===== config.mk =====
export PLATFORM = sky130hd
export DESIGN_NAME = systolic_input_skewer
export DESIGN_NICKNAME = d
export VERILOG_FILES = /design/src/rtl/systolic_pkg.sv /design/src/rtl/skew_lane_mux.sv /design/src/rtl/systolic_input_skewer.sv
export SDC_FILE = /design/constraint.sdc
export NUM_CORES = 1
export LEC_CHECK = 0
export CORE_MARGIN = 2
export CORE_UTILIZATION = 51
export DETAILED_ROUTE_END_ITERATION = 7
export MAX_ROUTING_LAYER = met4
export PLACE_DENSITY = 0.76
export REMOVE_ABC_BUFFERS = 1
export SLEW_MARGIN = 20
export SYNTH_ARGS = -nofsm -noshare
export SYNTH_HDL_FRONTEND = slang
export SYNTH_SLANG_ARGS = --single-unit

===== constraint.sdc =====
create_clock -name clk -period 8.4 [get_ports clk]
set_clock_uncertainty 0.1 [all_clocks]
set_input_delay 2.1 -clock clk [delete_from_list [all_inputs] [get_ports clk]]
set_output_delay 2.1 -clock clk [all_outputs]
set_load 0.05 [all_outputs]

===== src/rtl/systolic_pkg.sv =====
// Shared types and defaults for the systolic array input skewer.
package systolic_pkg;

  localparam int N_DEF      = 4;
  localparam int DATA_W_DEF = 32;

  typedef logic [31:0] fp32_t;

  // Sequencer phases: load both matrices, clear accumulators, feed the
  // skewed diagonals, let the array drain, then announce completion.
  typedef enum logic [2:0] {
    LOAD  = 3'd0,
    CLEAR = 3'd1,
    FEED  = 3'd2,
    DRAIN = 3'd3,
    DONE  = 3'd4
  } skew_state_e;

endpackage


===== src/rtl/skew_lane_mux.sv =====
// Picks element (t - lane) of a buffered N-vector, or zero when that index
// falls outside 0..N-1. One instance per A row lane and per B column lane.
module skew_lane_mux
  import systolic_pkg::*;
#(
  parameter int N      = N_DEF,
  parameter int DATA_W = DATA_W_DEF,
  parameter int TW     = $clog2(2 * N)
) (
  input  logic [TW-1:0]       lane_i,
  input  logic [TW-1:0]       t_i,
  input  logic [N*DATA_W-1:0] vec_i,
  output logic [DATA_W-1:0]   elem_o
);

  // Element e lines up with this lane exactly when t == lane + e.
  always_comb begin
    elem_o = '0;
    for (int e = 0; e < N; e++) begin
      if (t_i == lane_i + TW'(e)) begin
        elem_o = vec_i[e*DATA_W +: DATA_W];
      end
    end
  end

endmodule


===== src/rtl/systolic_input_skewer.sv =====
// Buffers one A and one B matrix, then replays them diagonally skewed into
// an output-stationary systolic array, waits for the array to drain and
// pulses done.
//
// Load handshake: a beat transfers on a rising edge where in_valid and
// in_ready are both high; in_ready is high only in LOAD, so in_valid in any
// other state is ignored and nothing is stored.
module systolic_input_skewer
  import systolic_pkg::*;
#(
  parameter int N            = N_DEF,
  parameter int DATA_W       = DATA_W_DEF,
  parameter int DRAIN_CYCLES = 8
) (
  input  logic                clk,
  input  logic                rst,
  input  logic                in_valid,
  output logic                in_ready,
  input  logic [N*DATA_W-1:0] a_row,
  input  logic [N*DATA_W-1:0] b_col,
  output logic [N*DATA_W-1:0] sys_a,
  output logic [N*DATA_W-1:0] sys_b,
  output logic                acc_clr,
  output logic                feeding,
  output logic                busy,
  output logic                done,
  output logic [2:0]          dbg_state,
  output logic [7:0]          dbg_k
);

  localparam int TW  = $clog2(2 * N);
  localparam int KW  = (N > 1) ? $clog2(N) : 1;
  localparam int DCW = (DRAIN_CYCLES > 1) ? $clog2(DRAIN_CYCLES) : 1;

  skew_state_e         state_q;
  logic [KW-1:0]       k_q;
  logic [TW-1:0]       t_q;
  logic [TW-1:0]       feed_t_d;
  logic [DCW-1:0]      dcnt_q;
  logic                in_ready_q, acc_clr_q, feeding_q, busy_q, done_q;

  // abuf_q[i] holds row i of A; bbuf_q[j] holds column j of B.
  logic [N*DATA_W-1:0] abuf_q [N];
  logic [N*DATA_W-1:0] bbuf_q [N];

  logic [DATA_W-1:0]   mux_a   [N];
  logic [DATA_W-1:0]   mux_b   [N];
  logic [DATA_W-1:0]   sys_a_q [N];
  logic [DATA_W-1:0]   sys_b_q [N];

  logic                beat_ok;
  assign beat_ok = in_valid && in_ready_q;

  // Outputs are registered, so the lane muxes look at the t that will be on
  // the outputs next cycle: 0 when leaving CLEAR, t+1 while in FEED.
  assign feed_t_d = (state_q == CLEAR) ? '0 : t_q + 1'b1;

  for (genvar g = 0; g < N; g++) begin : g_lane
    skew_lane_mux #(.N(N), .DATA_W(DATA_W), .TW(TW)) u_a_mux (
      .lane_i (TW'(g)),
      .t_i    (feed_t_d),
      .vec_i  (abuf_q[g]),
      .elem_o (mux_a[g])
    );
    skew_lane_mux #(.N(N), .DATA_W(DATA_W), .TW(TW)) u_b_mux (
      .lane_i (TW'(g)),
      .t_i    (feed_t_d),
      .vec_i  (bbuf_q[g]),
      .elem_o (mux_b[g])
    );
    assign sys_a[g*DATA_W +: DATA_W] = sys_a_q[g];
    assign sys_b[g*DATA_W +: DATA_W] = sys_b_q[g];
  end

  // Capture accepted beats; contents need no reset because every run
  // overwrites all N rows and columns before they are read.
  always_ff @(posedge clk) begin
    if (beat_ok) begin
      abuf_q[k_q] <= a_row;
      bbuf_q[k_q] <= b_col;
    end
  end

  // Sequencer with all control outputs and the skewed lanes registered.
  always_ff @(posedge clk) begin
    if (!rst) begin
      state_q    <= LOAD;
      k_q        <= '0;
      t_q        <= '0;
      dcnt_q     <= '0;
      sys_a_q    <= '{default: '0};
      sys_b_q    <= '{default: '0};
      in_ready_q <= 1'b1;
      acc_clr_q  <= 1'b0;
      feeding_q  <= 1'b0;
      busy_q     <= 1'b0;
      done_q     <= 1'b0;
    end else begin
      case (state_q)
        LOAD: begin
          if (beat_ok) begin
            if (k_q == KW'(N - 1)) begin
              k_q        <= '0;
              state_q    <= CLEAR;
              acc_clr_q  <= 1'b1;
              busy_q     <= 1'b1;
              in_ready_q <= 1'b0;
            end else begin
              k_q <= k_q + 1'b1;
            end
          end
        end
        CLEAR: begin
          acc_clr_q <= 1'b0;
          state_q   <= FEED;
          t_q       <= '0;
          feeding_q <= 1'b1;
          sys_a_q   <= mux_a;
          sys_b_q   <= mux_b;
        end
        FEED: begin
          if (t_q == TW'(2 * N - 2)) begin
            state_q   <= DRAIN;
            feeding_q <= 1'b0;
            dcnt_q    <= '0;
            sys_a_q   <= '{default: '0};
            sys_b_q   <= '{default: '0};
          end else begin
            t_q     <= feed_t_d;
            sys_a_q <= mux_a;
            sys_b_q <= mux_b;
          end
        end
        DRAIN: begin
          if (dcnt_q == DCW'(DRAIN_CYCLES - 1)) begin
            state_q <= DONE;
            done_q  <= 1'b1;
          end else begin
            dcnt_q <= dcnt_q + 1'b1;
          end
        end
        DONE: begin
          done_q     <= 1'b0;
          busy_q     <= 1'b0;
          in_ready_q <= 1'b1;
          state_q    <= LOAD;
        end
        default: state_q <= LOAD;
      endcase
    end
  end

  assign in_ready  = in_ready_q;
  assign acc_clr   = acc_clr_q;
  assign feeding   = feeding_q;
  assign busy      = busy_q;
  assign done      = done_q;
  assign dbg_state = state_q;
  assign dbg_k     = 8'(k_q);

endmodule


# Word-level counts from Yosys, hierarchy flattened

Memories as Yosys holds them, arrays and structs flattened.
Cells that the tools add are included.

Register bits: 272
RAM bits: 1,024
Input port bits: 259
Output and inout port bits: 272
Logic and storage cells: 118
Memories kept: 2

Add/subtract/negate cells: 3
Equality and inequality tests: 19
Mux-type cells: 61
Reduce and logical (&&, ||, !) cells: 16

Memories:

| name   | words | bits a word | read ports | clocked after Yosys merged registers in | wr ports | RTL line                    | text |
|---|---|---|---|---|---|---|---|
| abuf_q | 4     | 128         | 4          | 0                                       | 1        | systolic_input_skewer.sv:43 | `logic [N*DATA_W-1:0] abuf_q [N];` |
| bbuf_q | 4     | 128         | 4          | 0                                       | 1        | systolic_input_skewer.sv:44 | `logic [N*DATA_W-1:0] bbuf_q [N];` |

Operators by type and width:

| cell                                                                   | number |
|---|---|
| 32-bit two-way mux                                                     | 32 |
| 128-bit case mux with 2 select lines                                   | 2 |
| 128-bit two-way mux                                                    | 2 |
| 3-bit two-way mux                                                      | 8 |
| 3-bit equality test (second input constant)                            | 6 |
| 3-bit by 2-bit equality test with 1-bit output (second input constant) | 4 |
| 2-bit != test (second input constant)                                  | 6 |
| 3-bit case mux with 2 select lines                                     | 2 |
| 3-bit case mux with 4 select lines                                     | 1 |
| 1-bit case mux with 2 select lines                                     | 5 |
| 2-bit nonzero test                                                     | 5 |
| 3-bit AND reduction                                                    | 3 |
| 1-bit two-way mux                                                      | 8 |
| 2-bit AND reduction                                                    | 4 |
| 3-bit by 1-bit adder with 3-bit output (second input constant)         | 2 |
| 3-bit by 1-bit equality test with 1-bit output (second input constant) | 2 |
| 3-bit zero test                                                        | 2 |
| 4-bit AND reduction                                                    | 1 |
| 2-bit by 1-bit adder with 2-bit output (second input constant)         | 1 |
| 2-bit equality test (second input constant)                            | 1 |
| 2-bit two-way mux                                                      | 1 |
| 1-bit logical AND                                                      | 1 |

# Longest topological paths before layout

Depth after elaboration: 9
Gate-level depth with buffers: 10
Depth with buffers taken out: 6

# By module

Synthesis repeated with hierarchy kept, for this count alone.

Cells, all modules: 3,381
Area, all modules: 49,522.5 µm²

Modules (own cells, without submodules):

| module                                 | instances | cells each | area each (µm²) | seq. area each (µm²) |
|---|---|---|---|---|
| systolic_input_skewer                  | 1         | 2,261      | 41,274.6        | 36,194.7 |
| skew_lane_mux at g_lane[0].u_a_mux ... | 4         | 142        | 1,073.5         | 0.0 |
| skew_lane_mux at g_lane[2].u_a_mux ... | 4         | 138        | 988.4           | 0.0 |

# Worst setup path before layout

Ideal clock, no wire load.

Path type: in2reg
Start point: input port in_valid
End point: register in_ready_q (netlist: in_ready)
Library setup time: 119 ps
Arrival time: 8,674 ps
Required time: 8,181 ps
Path slack: -493 ps
Stages: 3
Buffers on the path: 0
Path through: and3_1 > nand2_1 > a21o_1

Word-level cells in the longest chain between the ends: 3

RTL lines:

| element                              | RTL line                     | text |
|---|---|---|
| from (decl)                          | systolic_input_skewer.sv:17  | `input logic in_valid,` |
| 1-bit logical AND                    | systolic_input_skewer.sv:52  | `assign beat_ok = in_valid && in_ready_q;` |
| 2-bit != test (no source line)       | -                            |  |
| 3-bit AND reduction (no source line) | -                            |  |
| to (signal assigned)                 | systolic_input_skewer.sv:93  | `in_ready_q <= 1'b1;` |
| to (signal assigned)                 | systolic_input_skewer.sv:107 | `in_ready_q <= 1'b0;` |
| to (signal assigned)                 | systolic_input_skewer.sv:145 | `in_ready_q <= 1'b1;` |
| to (decl)                            | systolic_input_skewer.sv:40  | `logic in_ready_q, acc_clr_q, feeding_q, busy_q, done_q;` |

Every way passes these cells.
A chain may end at the register's enable or synchronous reset.

# Worst setup path after layout

Start point: register t_q[0]
End point: register sys_a_q, in the netlist sys_a[84]

Word-level cells in the longest chain between the ends: 9
Elaborated cells on any way between the ends: 13
Classes of those cells: 1 x add/sub; 5 x eq/ne; 7 x mux

RTL lines:

| element                                        | RTL line                     | text |
|---|---|---|
| from (decl)                                    | systolic_input_skewer.sv:37  | `logic [TW-1:0] t_q;` |
| from (signal assigned)                         | systolic_input_skewer.sv:129 | `t_q <= feed_t_d;` |
| 3-bit by 1-bit adder with 3-bit output         | systolic_input_skewer.sv:56  | `assign feed_t_d = (state_q == CLEAR) ? '0 : t_q + 1'b1;` |
| 3-bit two-way mux                              | systolic_input_skewer.sv:56  |  |
| 3-bit by 2-bit equality test with 1-bit output | skew_lane_mux.sv:20          | `if (t_i == lane_i + TW'(e)) begin` |
| 32-bit two-way mux (4 in series)               | skew_lane_mux.sv:20          |  |
| 128-bit two-way mux                            | systolic_input_skewer.sv:122 | `if (t_q == TW'(2 * N - 2)) begin` |
| 128-bit case mux with 2 select lines (*)       | systolic_input_skewer.sv:99  | `case (state_q)` |
| to (signal assigned)                           | systolic_input_skewer.sv:118 | `sys_a_q <= mux_a;` |
| to (signal assigned)                           | systolic_input_skewer.sv:130 | `sys_a_q <= mux_a;` |
| to (decl)                                      | systolic_input_skewer.sv:48  | `logic [DATA_W-1:0] sys_a_q [N];` |

Every way passes the cells marked *; elsewhere a longest branch is shown, timed or not.

==> results_dict.tcl <==
set metrics [dict create \
    status "finished clean" \
    routedWlPerCell_um 25.2 \
    synth_common_cells "edfxtp_1 (1024), nand2_1 (393), dfxtp_1 (272)" \
    finalCriticalPeriod_ps 4890 \
    antenna_found_initial 22 \
    synthMuxAreaShare_pct 1.37 \
    slowest_delay_ps 850 \
    startpoint_type "register" \
    cts_buffer_depth 3 \
    timing.fmax_ghz 0.205 \
    reg2reg_setup_slack_ps 3510 \
    async_flop_share_pct 0 \
    slew_viol_final 0 \
    fp-row-count 112 \
    wl_um 133000 \
    whs_path_depth 2 \
    slew_headroom_pct 25.4 \
    clk_pin_slew_ps 60 \
    setup_viol 0 \
    clock_latency_ps 740 \
    busiest_layer "met2" \
    postRouteAntennaNets 0 \
    dp_hpwl_um 75400 \
    dpl_cell_area_mm2 0.0545 \
    num_vias 31400 \
    ys.flop_type "edfxtp_1" \
    dieArea_mm2 0.0970 \
    place_congestion 0.801 \
    cts.sinks 1296 \
    grt_pass1_wl_um 196000 \
    yosys.area.top_type "edfxtp_1" \
    yosys-top-cells-area "edfxtp_1 (64%), dfxtp_1 (11%), nand2_1 (3.1%)" \
    avgSynthCellArea_um2 14.0 \
    crit_required_ps 8870 \
    end_kind "register" \
    use_met2_pct 44.7 \
    drt_pre_antenna_iters 5 \
    track_usage_pct 27.9 \
    cts_hold_buf 0 \
    synth_top_family_by_area "compound AO/OA/AOI/OAI gates" \
    fin_crit_sh_pct 58.2 \
    cts_tree "yes" \
    drc 0 \
    crit_slowest_cell "dfxtp_4" \
    cts_root_buffer "clkbuf_16" \
    cts_post_setup_buffers_inserted 0 \
    reg2reg_depth 7 \
    ys_warn_count 0 \
    die_y_um 311 \
    hp-class "reg -> reg" \
    syn_area_mm2 0.0482 \
    r2r_end "sys_a[84]" \
    synth_cells 3453 \
    crit_path_frequent_cell "buf_4" \
    area_growth_syn_to_layout_pct 22.4 \
    ys_seq_elements 1296 \
    crit_type "reg -> reg" \
    power_w 0.0137 \
    first_iter_violations 3524 \
    rsz0062_at_grt "false" \
    synthAdderAreaFrac_pct 0.208 \
    grt-ovfl-total 0 \
    globalRouteMet1Util_pct 35.0 \
    hold_viol 0 \
    min_from "sys_b[118]" \
    core_mm2 0.0935 \
    drive_above_1_share_pct 6.54 \
    p_leak_nw 19.5 \
    power_density_mw_per_mm2 232 \
    avgViaCountPerCell 5.93 \
    stdcell_area_mm2 0.0590 \
    synth_top_area_share_pct 63.8 \
    cts_resized 0 \
    critical_path_peak_fanout 63 \
    min_to "sys_b[118]" \
    yosysMostFrequentCell "edfxtp_1" \
    initial_core_util_pct 51.6 \
    grt_pass1_vias 30900 \
    numCtsBuffers 132 \
    seq_area_frac_synth_pct 75.1 \
    synth_compound_area_share_pct 11.3 \
    synth_cell_type_count 49 \
    tightest_slew_ps 1120 \
    synth_edf_count 1024 \
    path_cells "inv_4 -> ha_4 -> buf_4 -> nand3_4 -> buf_4 -> nor3_1 -> o31ai_1" \
    cts_htree_levels 4 \
    vdd_drop_max_uv 169 \
    r2r-start "t_q[0]" \
    drv_cap 0 \
    crit_arrival_ps 5360 \
    port_buffers 524 \
    yosys.area_share.simple_pct 8.97 \
    io_pins 531 \
    die_w_um 311 \
    layout.nets 4164 \
    synthXorXnorAreaFrac_pct 0.0857 \
    fin_util_pct 63.1 \
    grt_max_degree 178 \
    grtUsageMet3_pct 5.11 \
]
-- routing by layer --
metal | wire length, µm | share of wire [%]
met5 | 0 | 0
met4 | 4920 | 3.7
met3 | 12400 | 9.3
met2 | 65700 | 49
met1 | 50200 | 38
-- report_power, final --
part	switching (W)	leakage (nW)	internal, W
combinational	0.000360	5.78	0.000190
sequential	0.0000551	11.6	0.00719
clock	0.00242	2.13	0.00348
-- how the worst max path moves through the flow --
stage | to | slack [ps] | from
6_report | sys_a[84] | 3510 | t_q[0]
5_1_grt | sys_a[84] | 3350 | t_q[0]
2_1_floorplan | sys_a[64] | -17420 | t_q[0]
3_3_place_gp | sys_b[14] | 3430 | rst
3_5_place_dp | sys_b[14] | 3280 | rst
4_1_cts | sys_a[84] | 3560 | t_q[0]
-- registers in the layout, summed over array words and instances (netlist names) --
| name | count |
|---|---|
| abuf_q | 512 |
| acc_clr | 1 |
| bbuf_q | 512 |
| busy | 1 |
| dbg_state | 3 |
| dcnt_q | 3 |
| done | 1 |
| feeding | 1 |
| in_ready | 1 |
| k_q | 2 |
| sys_a | 128 |
| sys_b | 128 |
| t_q | 3 |
-- through the flow --
step | hold slack, ps | setup TNS (ps) | setup WS, ps | std cells
final | 350 | 0 | 3510 | 5285
after global routing | 370 | 0 | 3350 | 5282
after CTS | 354 | 0 | 3560 | 5261
after detailed placement | 340 | 0 | 3280 | 5017
after global placement | 335 | 0 | 3430 | 5017
after floorplan | 345 | -4345110 | -17420 | 3192
-- final cells by class --
type	count	area, µm²
clock buffer	199	3870
fill	6675	34500
sequential	1296	36200
clock inverter	45	528
timing repair buffer	571	5740
antenna	24	60.1
inverter	70	268
multi-input combinational	1826	10800
tap	1254	1570
-- kinds of logic (layout without fill, tap and decap cells) --
family | count (synthesis) | count (layout)
and+or+nand+nor | 947 | 947
xor gates and xnor gates | 3 | 3
adders and majority gates | 8 | 8
muxes | 66 | 66
AOI/OAI and AO/OA | 796 | 796
other | 1 | 30
buffers and inverters | 336 | 885
DFF | 1296 | 1296
-- cell usage in the layout, fill, tap and decap left out, drive strengths merged, types with 66 or more instances in the layout --
cell	n
a211oi	128
a21oi	135
clkbuf	199
clkdlybuf4s50	524
dfxtp	272
edfxtp	1024
inv	73
mux2i	66
nand2	393
nand2b	128
nor2	136
nor3	258
o21ai	135
o31ai	193
-- critical path: cells and delay by family (launching register included) --
family / cells / cell delay [ps]
compound gates: 1 / 120
simple gates: 2 / 1040
buf+inv: 3 / 1740
fa+ha+maj: 1 / 820
flops: 1 / 850
No activity file was read; power rests on OpenSTA's default activity.
